<file path="config.mk">
export PLATFORM = sky130hd
export DESIGN_NAME = led_status_arbiter
export DESIGN_NICKNAME = d
export VERILOG_FILES = /design/src/rtl/led_ctrl_pkg.sv /design/src/rtl/led_tick_gen.sv /design/src/rtl/led_status_arbiter.sv
export SDC_FILE = /design/constraint.sdc
export NUM_CORES = 1
export LEC_CHECK = 0
export CAP_MARGIN = 10
export CORE_MARGIN = 5
export CORE_UTILIZATION = 53
export CTS_CLUSTER_SIZE = 20
export DETAILED_ROUTE_END_ITERATION = 12
export GPL_TIMING_DRIVEN = 1
export PLACE_DENSITY = 0.81
export SLEW_MARGIN = 40
export SYNTH_ARGS = -nofsm -noshare
export SYNTH_HDL_FRONTEND = slang
export SYNTH_HIERARCHICAL = 1
export SYNTH_SLANG_ARGS = --single-unit
</file>
<file path="constraint.sdc">
create_clock -name clk -period 3.2 [get_ports clk]
set_clock_uncertainty 0.15 [all_clocks]
set_input_delay 0.64 -clock clk [delete_from_list [all_inputs] [get_ports clk]]
set_output_delay 0.64 -clock clk [all_outputs]
set_load 0.01 [all_outputs]
</file>
<file path="src/rtl/led_ctrl_pkg.sv">
// Shared types and helpers for the LED status arbiter.
// prio_first picks the one-hot lowest set bit, i.e. the highest-priority requester.
package led_ctrl_pkg;

  typedef enum logic {IDLE = 1'b0, OWN = 1'b1} state_t;

  localparam int LED_W   = 5;
  localparam int MAX_REQ = 32;

  function automatic logic [MAX_REQ-1:0] prio_first(input logic [MAX_REQ-1:0] vec);
    prio_first = vec & (~vec + MAX_REQ'(1));
  endfunction

endpackage

</file>
<file path="src/rtl/led_tick_gen.sv">
// Blink timebase: one-cycle tick every TICK_PSC clocks and a phase bit that toggles on each tick.
// tick is decoded combinationally from the prescaler, so it drops with reset immediately.
module led_tick_gen #(
  parameter int TICK_PSC = 256,
  parameter int PSC_W    = 24
) (
  input  logic clk,
  input  logic rst_n,
  output logic tick,
  output logic phase
);

  logic [PSC_W-1:0] psc;

  assign tick = (psc == PSC_W'(TICK_PSC - 1));

  always_ff @(posedge clk or negedge rst_n) begin
    if (!rst_n) begin
      psc   <= '0;
      phase <= 1'b0;
    end else if (tick) begin
      psc   <= '0;
      phase <= ~phase;
    end else begin
      psc   <= psc + PSC_W'(1);
    end
  end

endmodule

</file>
<file path="src/rtl/led_status_arbiter.sv">
// Shares the board LEDs between fixed-priority requesters with a minimum display hold.
// Grant and LED drive are registered together; idle display is a heartbeat on the top LED.
module led_status_arbiter
  import led_ctrl_pkg::*;
#(
  parameter int NUM_REQ    = 4,
  parameter int TICK_PSC   = 256,
  parameter int PSC_W      = 24,
  parameter int HOLD_TICKS = 4
) (
  input  logic                     clk,
  input  logic                     rst_n,
  input  logic [NUM_REQ-1:0]       req,
  input  logic [LED_W*NUM_REQ-1:0] pat,
  input  logic [NUM_REQ-1:0]       blink,
  output logic [NUM_REQ-1:0]       grant,
  output logic [LED_W-1:0]         led,
  output logic                     tick,
  output logic                     busy
);

  localparam int HW = (HOLD_TICKS < 1) ? 1 : $clog2(HOLD_TICKS + 1);
  localparam logic [HW-1:0] HOLD_MAX = HW'(HOLD_TICKS);

  state_t             state, state_nxt;
  logic [NUM_REQ-1:0] grant_nxt, first;
  logic [HW-1:0]      hold_cnt, hold_nxt;
  logic [LED_W-1:0]   pat_q, pat_nxt, pat_sel, led_nxt;
  logic               blink_q, blink_nxt, blink_sel;
  logic               phase, phase_nxt, hold_done;

  led_tick_gen #(
    .TICK_PSC (TICK_PSC),
    .PSC_W    (PSC_W)
  ) u_tick (
    .clk   (clk),
    .rst_n (rst_n),
    .tick  (tick),
    .phase (phase)
  );

  assign first     = NUM_REQ'(prio_first(MAX_REQ'(req)));
  assign hold_done = (hold_cnt == HOLD_MAX);

  always_comb begin
    pat_sel   = '0;
    blink_sel = 1'b0;
    for (int i = 0; i < NUM_REQ; i++) begin
      if (first[i]) begin
        pat_sel   = pat[LED_W*i +: LED_W];
        blink_sel = blink[i];
      end
    end
  end

  // Once the hold expires, the top-priority requester covers keep, preempt,
  // hand-over and release in a single comparison against the current grant.
  always_comb begin
    state_nxt = state;
    grant_nxt = grant;
    hold_nxt  = hold_cnt;
    pat_nxt   = pat_q;
    blink_nxt = blink_q;
    case (state)
      IDLE: begin
        if (|req) begin
          state_nxt = OWN;
          grant_nxt = first;
          hold_nxt  = '0;
          pat_nxt   = pat_sel;
          blink_nxt = blink_sel;
        end
      end
      OWN: begin
        if (!hold_done) begin
          if (tick) hold_nxt = hold_cnt + HW'(1);
        end else if (first == '0) begin
          state_nxt = IDLE;
          grant_nxt = '0;
          hold_nxt  = '0;
        end else if (first != grant) begin
          grant_nxt = first;
          hold_nxt  = '0;
          pat_nxt   = pat_sel;
          blink_nxt = blink_sel;
        end
      end
      default: state_nxt = IDLE;
    endcase
  end

  // LED is computed from next-cycle phase so the registered value tracks phase exactly.
  always_comb begin
    phase_nxt = phase ^ tick;
    if (state_nxt == OWN) begin
      led_nxt = (blink_nxt && !phase_nxt) ? '0 : pat_nxt;
    end else begin
      led_nxt = {phase_nxt, {(LED_W-1){1'b0}}};
    end
  end

  assign busy = |grant;

  always_ff @(posedge clk or negedge rst_n) begin
    if (!rst_n) begin
      state    <= IDLE;
      grant    <= '0;
      hold_cnt <= '0;
      pat_q    <= '0;
      blink_q  <= 1'b0;
      led      <= '0;
    end else begin
      state    <= state_nxt;
      grant    <= grant_nxt;
      hold_cnt <= hold_nxt;
      pat_q    <= pat_nxt;
      blink_q  <= blink_nxt;
      led      <= led_nxt;
    end
  end

endmodule

</file>
After elaboration in Yosys (flattened, before gate mapping):

Cells that the tools add are included.

* add/subtract/negate cells: 3
* equal/unequal tests: 8
* mux-type cells: 36
* bitwise logic cells: 5
* reductions and logical operators: 7

Operator list (number)
* $mux 5: 10
* $add 24x1->24 const B: 1
* $eq 24x8->1 const B: 1
* $mux 24: 1
* $mux 4: 4
* $mux 3: 5
* $mux 1: 11
* $pmux 5 s2: 1
* $pmux 4 s2: 1
* $reduce_or 4->1: 2
* $pmux 3 s2: 1
* $reduce_and 3->1: 2
* $add 4x1->4 const B: 1
* $and 4x4->4: 1
* $logic_not 4->1: 1
* $ne 4x2->1 const B: 1
* $ne 4x4->1: 1
* $not 4->4: 1
* $pmux 1 s2: 2
* $add 3x1->3 const B: 1
* $eq 3x3->1 const B: 1
* $ne 3x1->1 const B: 1
* $ne 3x2->1 const B: 1
* $ne 2x1->1 const B: 1
* other kinds (5): 6

* flip-flop bits (word level): 44

Longest topological paths before layout:

* depth in word-level cells: 14
* depth in mapped cells: 8
* mapped depth without buffers: 8

By module:

Netlist, hierarchy kept.

Modules (own cells, without submodules)
* led_status_arbiter: times used 1, cells an instance 125, area an instance 1197.4 um^2
* led_tick_gen: times used 1, cells an instance 100, area an instance 1151.1 um^2

Worst setup path after synthesis:

No wires, ideal clock.

* path type: input -> register
* start point: input req[1]
* end point: register grant[1]
* setup time: 0.122 ns
* arrival: 1.945 ns
* setup slack: 0.983 ns
* stages: 5
* cell sequence: buf_2 -> o31a_1 -> o211a_4 -> or3_4 -> a32o_1

* longest elaborated chain between the ends: 7
* elaborated cells on any way between the ends: 14
* those cells by class: 1 x add/sub; 3 x eq/ne; 5 x mux; 2 x bitwise; 3 x reduce/logical

RTL lines
* start, declared: line led_status_arbiter.sv:13 `input logic [NUM_REQ-1:0] req,`
* $not 4->4: line led_ctrl_pkg.sv:11 `prio_first = vec & (~vec + MAX_REQ'(1));`
* $add 4x1->4: line led_ctrl_pkg.sv:11
* $and 4x4->4: line led_ctrl_pkg.sv:11
* $logic_not 4->1 or $mux 4 (tied branches): line led_status_arbiter.sv:77, led_status_arbiter.sv:81
* $mux 4: line led_status_arbiter.sv:77 `end else if (first == '0) begin`
* $mux 4: line led_status_arbiter.sv:75 `if (!hold_done) begin`
* $pmux 4 s2: line led_status_arbiter.sv:64 `case (state)`
* end signal, assigned: line led_status_arbiter.sv:114 `grant <= grant_nxt;`
* end, declared: line led_status_arbiter.sv:16 `output logic [NUM_REQ-1:0] grant,`

Several ways; a longest one is shown, not always the timed one. The select of a mux whose other input is x is not followed.
A chain may end at the register's enable or synchronous reset.

Worst setup path after layout:

* start point: register u_tick.psc[11]
* end point: output tick

* longest elaborated chain between the ends: 1

RTL lines
* start, declared: line led_tick_gen.sv:13 `logic [PSC_W-1:0] psc;`
* start signal, assigned: line led_tick_gen.sv:25 `psc <= psc + PSC_W'(1);`
* $eq 24x8->1: line led_tick_gen.sv:15 `assign tick = (psc == PSC_W'(TICK_PSC - 1));`
* end, declared: line led_status_arbiter.sv:18 `output logic tick,`

Every way passes these cells.

==> qor.txt <==
Power Density - 368 nW/um2
Die H - 76.6 um
Resize count post-CTS - 0
Slew @ Worst Pin - 531 ps
Sink Count - 44
Clock transition at the registers of the reported paths - 80 ps
Crit path max-delay family - simple AND/OR/NAND/NOR gates
I/O Buffers - 40
Max incr delay on CP - 570 ps
Final min period - 3030 ps
Initial antenna violation count - 0
Worst-Skew Late Latency - 290 ps
Non-filler cells, final - 324
Dpl hpwl - 3.59 mm
Clk root buf - clkbuf_8
Critical Path End Type - output port
EDFF count, synth - 0
Final worst slack - 166 ps
DRT Pass-1 Iters - 4
Synthesized Nets - 258
Pin count of the biggest net entering global routing - 45
Critical path's slowest cell - clkdlybuf4s50_1
Hold bufs inserted after CTS - 0
Initial Util - 54.3%
Via count of the routed design - 1823
Placed cell area - 2810 um2
CP Max Fanout - 9
FMAX - 330 MHz
Sequential share of the synthesized area - 46.9%
Antenna cells - 0
Worst vdd ir - 333 uV
Drt via density - 5.63
Die area - 5860 um2
I/O pins - 41
WP data arrival - 2240 ps
Share of layout cells above drive strength 1 - 10.3%
Final Wtd Congestion - 0.802
CP cell instances - nor4_1 > nand4_1 > nor2_8 > clkdlybuf4s50_1
Outcome - finished, final reports clean
DRC viols - 0
Fin. Hold Viols - 0
Startpoint types - flop
Site Rows - 24
Final setup fails - 0
Wire per inst - 14.8 um
Vias in the first global route - 1708
Unique masters post-synth - 55
Total GRT Usage - 17.2%
Final net count - 304
Core area - 4320 um2
CTS H-tree depth - 2
Max-Cap Viols - 0
Gr ovfl total - 0
Die width - 76.6 um
Yosys reg bits - 44
Global-route wire length before repair - 8.37 mm
Final ANT Viol Nets - 0
1st-iter DRT viols - 168
Number of setup buffers added after CTS - 0
Kind of critical path - flop to output port
Inserted Clock Buffers - 5
Top-count cell post-synth - dfrtp_1
Min-delay worst type - input port to asynchronous set/reset pin
Critical path data required time - 2410 ps
Post-synth top cells - 44 x dfrtp_1, 22 x nand2_1, 19 x nor2_1
Syn avg cell area - 10.4 um2
Async S/R FF share, synth - 100%
Slew HR - 64.6%
Placed cells - 316
Mapped Cells - 225
Place WS - 459 ps
Synth Flop Type - dfrtp_1
Pleak - 1.28 nW
Final Util - 67.2%
WP buf/inv - 1
CTS tree - built
Post-synth top area share - 46.9%
Detailed-route wire length - 4.79 mm
Setup TNS - 0 ps
Clk buf depth - 2
Post-route cell area - 2910 um2
Max-slew violations - 0
Post-synth top area cell - dfrtp_1
Synth area leaders - dfrtp_1 47%, xnor2_1 6.3%, nand2_1 3.5%, nor2_1 3.0%, xor2_1 2.6%
RSZ-0062 raised after global routing - no
Yosys warnings - 6
Area Growth Syn to Fin - 23.8%
Post-Syn Area - 2350 um2
Period Utilization, post-route - 94.8%
## worst paths after layout
check / end / start / slack [ps] / depth (start not counted)
worst max register to register: led[4]$_DFF_PN0_ / u_tick/psc[11]$_DFF_PN0_ / 790 / 7
worst min register to register: led[2]$_DFF_PN0_ / pat_q[2]$_DFF_PN0_ / 340 / 1
worst max-delay path: tick / u_tick/psc[11]$_DFF_PN0_ / 170 / 4
max in group asynchronous: blink_q$_DFF_PN0_ / rst_n / 2360 / 1
min in group clk: led[2]$_DFF_PN0_ / pat_q[2]$_DFF_PN0_ / 340 / 1
worst min-delay path: u_tick/psc[10]$_DFF_PN0_ / rst_n / 170 / 1
## cell usage in the layout, fill, tap and decap left out, types with 2 or more instances in the layout
master and count:
o21ai_1 3, ha_1 3, inv_1 9, clkdlybuf4s50_1 39, o22ai_1 2, a21boi_1 3, buf_4 5, nor2_1 19
o21ai_0 5, nand3_1 7, nor2b_1 2, clkbuf_8 6, nor4_1 5, or3_4 2, a21oi_1 8, nand2_1 22
and3_1 2, xor2_1 7, nand3b_1 5, a22o_1 3, clkinv_2 2, o2bb2ai_1 4, a221oi_1 4, a32o_1 2
and2_1 2, dfrtp_1 44, nand4_1 8, mux2i_1 5, xnor2_1 17
## cell type report
type,count,area (um2)
clock buffers,6,82.6
repair buffers,44,428
fillers,338,1420
clock inverters,2,10.0
multi-input cells,166,1180
inverters,10,37.5
flip-flops and latches,44,1100
well taps,52,65.1
## stage by stage
stage | power, mW | hold slack [ps]
floorplan | 0.648 | 194
global placement | 0.723 | 316
detailed placement | 0.726 | 320
CTS | 1.08 | 193
global route | 1.12 | 211
finish | 1.07 | 165
## power by group
part	internal [mW]	switching, mW	leakage [nW]
registers	0.571	0.00875	0.563
logic	0.0754	0.0591	0.665
clock network	0.172	0.182	0.0510
total	0.819	0.250	1.28
## layer usage
metal	global-route usage, %	part of all wire, %
met3	3.90	3.0
met5	0	0
met2	25.9	48
met1	24.6	47
met4	5.59	1.2
## worst reg2reg max path, stage by stage, from the launching register on
cell and delay [ps]:
dfrtp_1 420, nor4_1 410, nand4_1 310, nor2_8 250, xnor2_1 210, o21ai_0 140, a31o_1 200, o211a_1 220
## logic make-up (layout without fill, tap and decap cells)
logic type,count (synthesis),in the layout,share of synthesized area [%]
AND/OR/NAND/NOR,88,88,22.2
buffers and inverters,15,62,2.77
adder cells (fa/ha/maj),3,3,1.60
multiplexers,5,5,2.13
XOR/XNOR,24,24,8.95
flip-flops,44,44,46.9
AO/OA/AOI/OAI,46,46,15.5
## state kept, by name (all words and copies together), names as in the netlist
signal / flops
u_tick/psc: 24
led: 5
pat_q: 5
grant: 4
hold_cnt: 3
blink_q: 1
state: 1
u_tick/phase: 1
No activity file was read; power rests on OpenSTA's default activity.
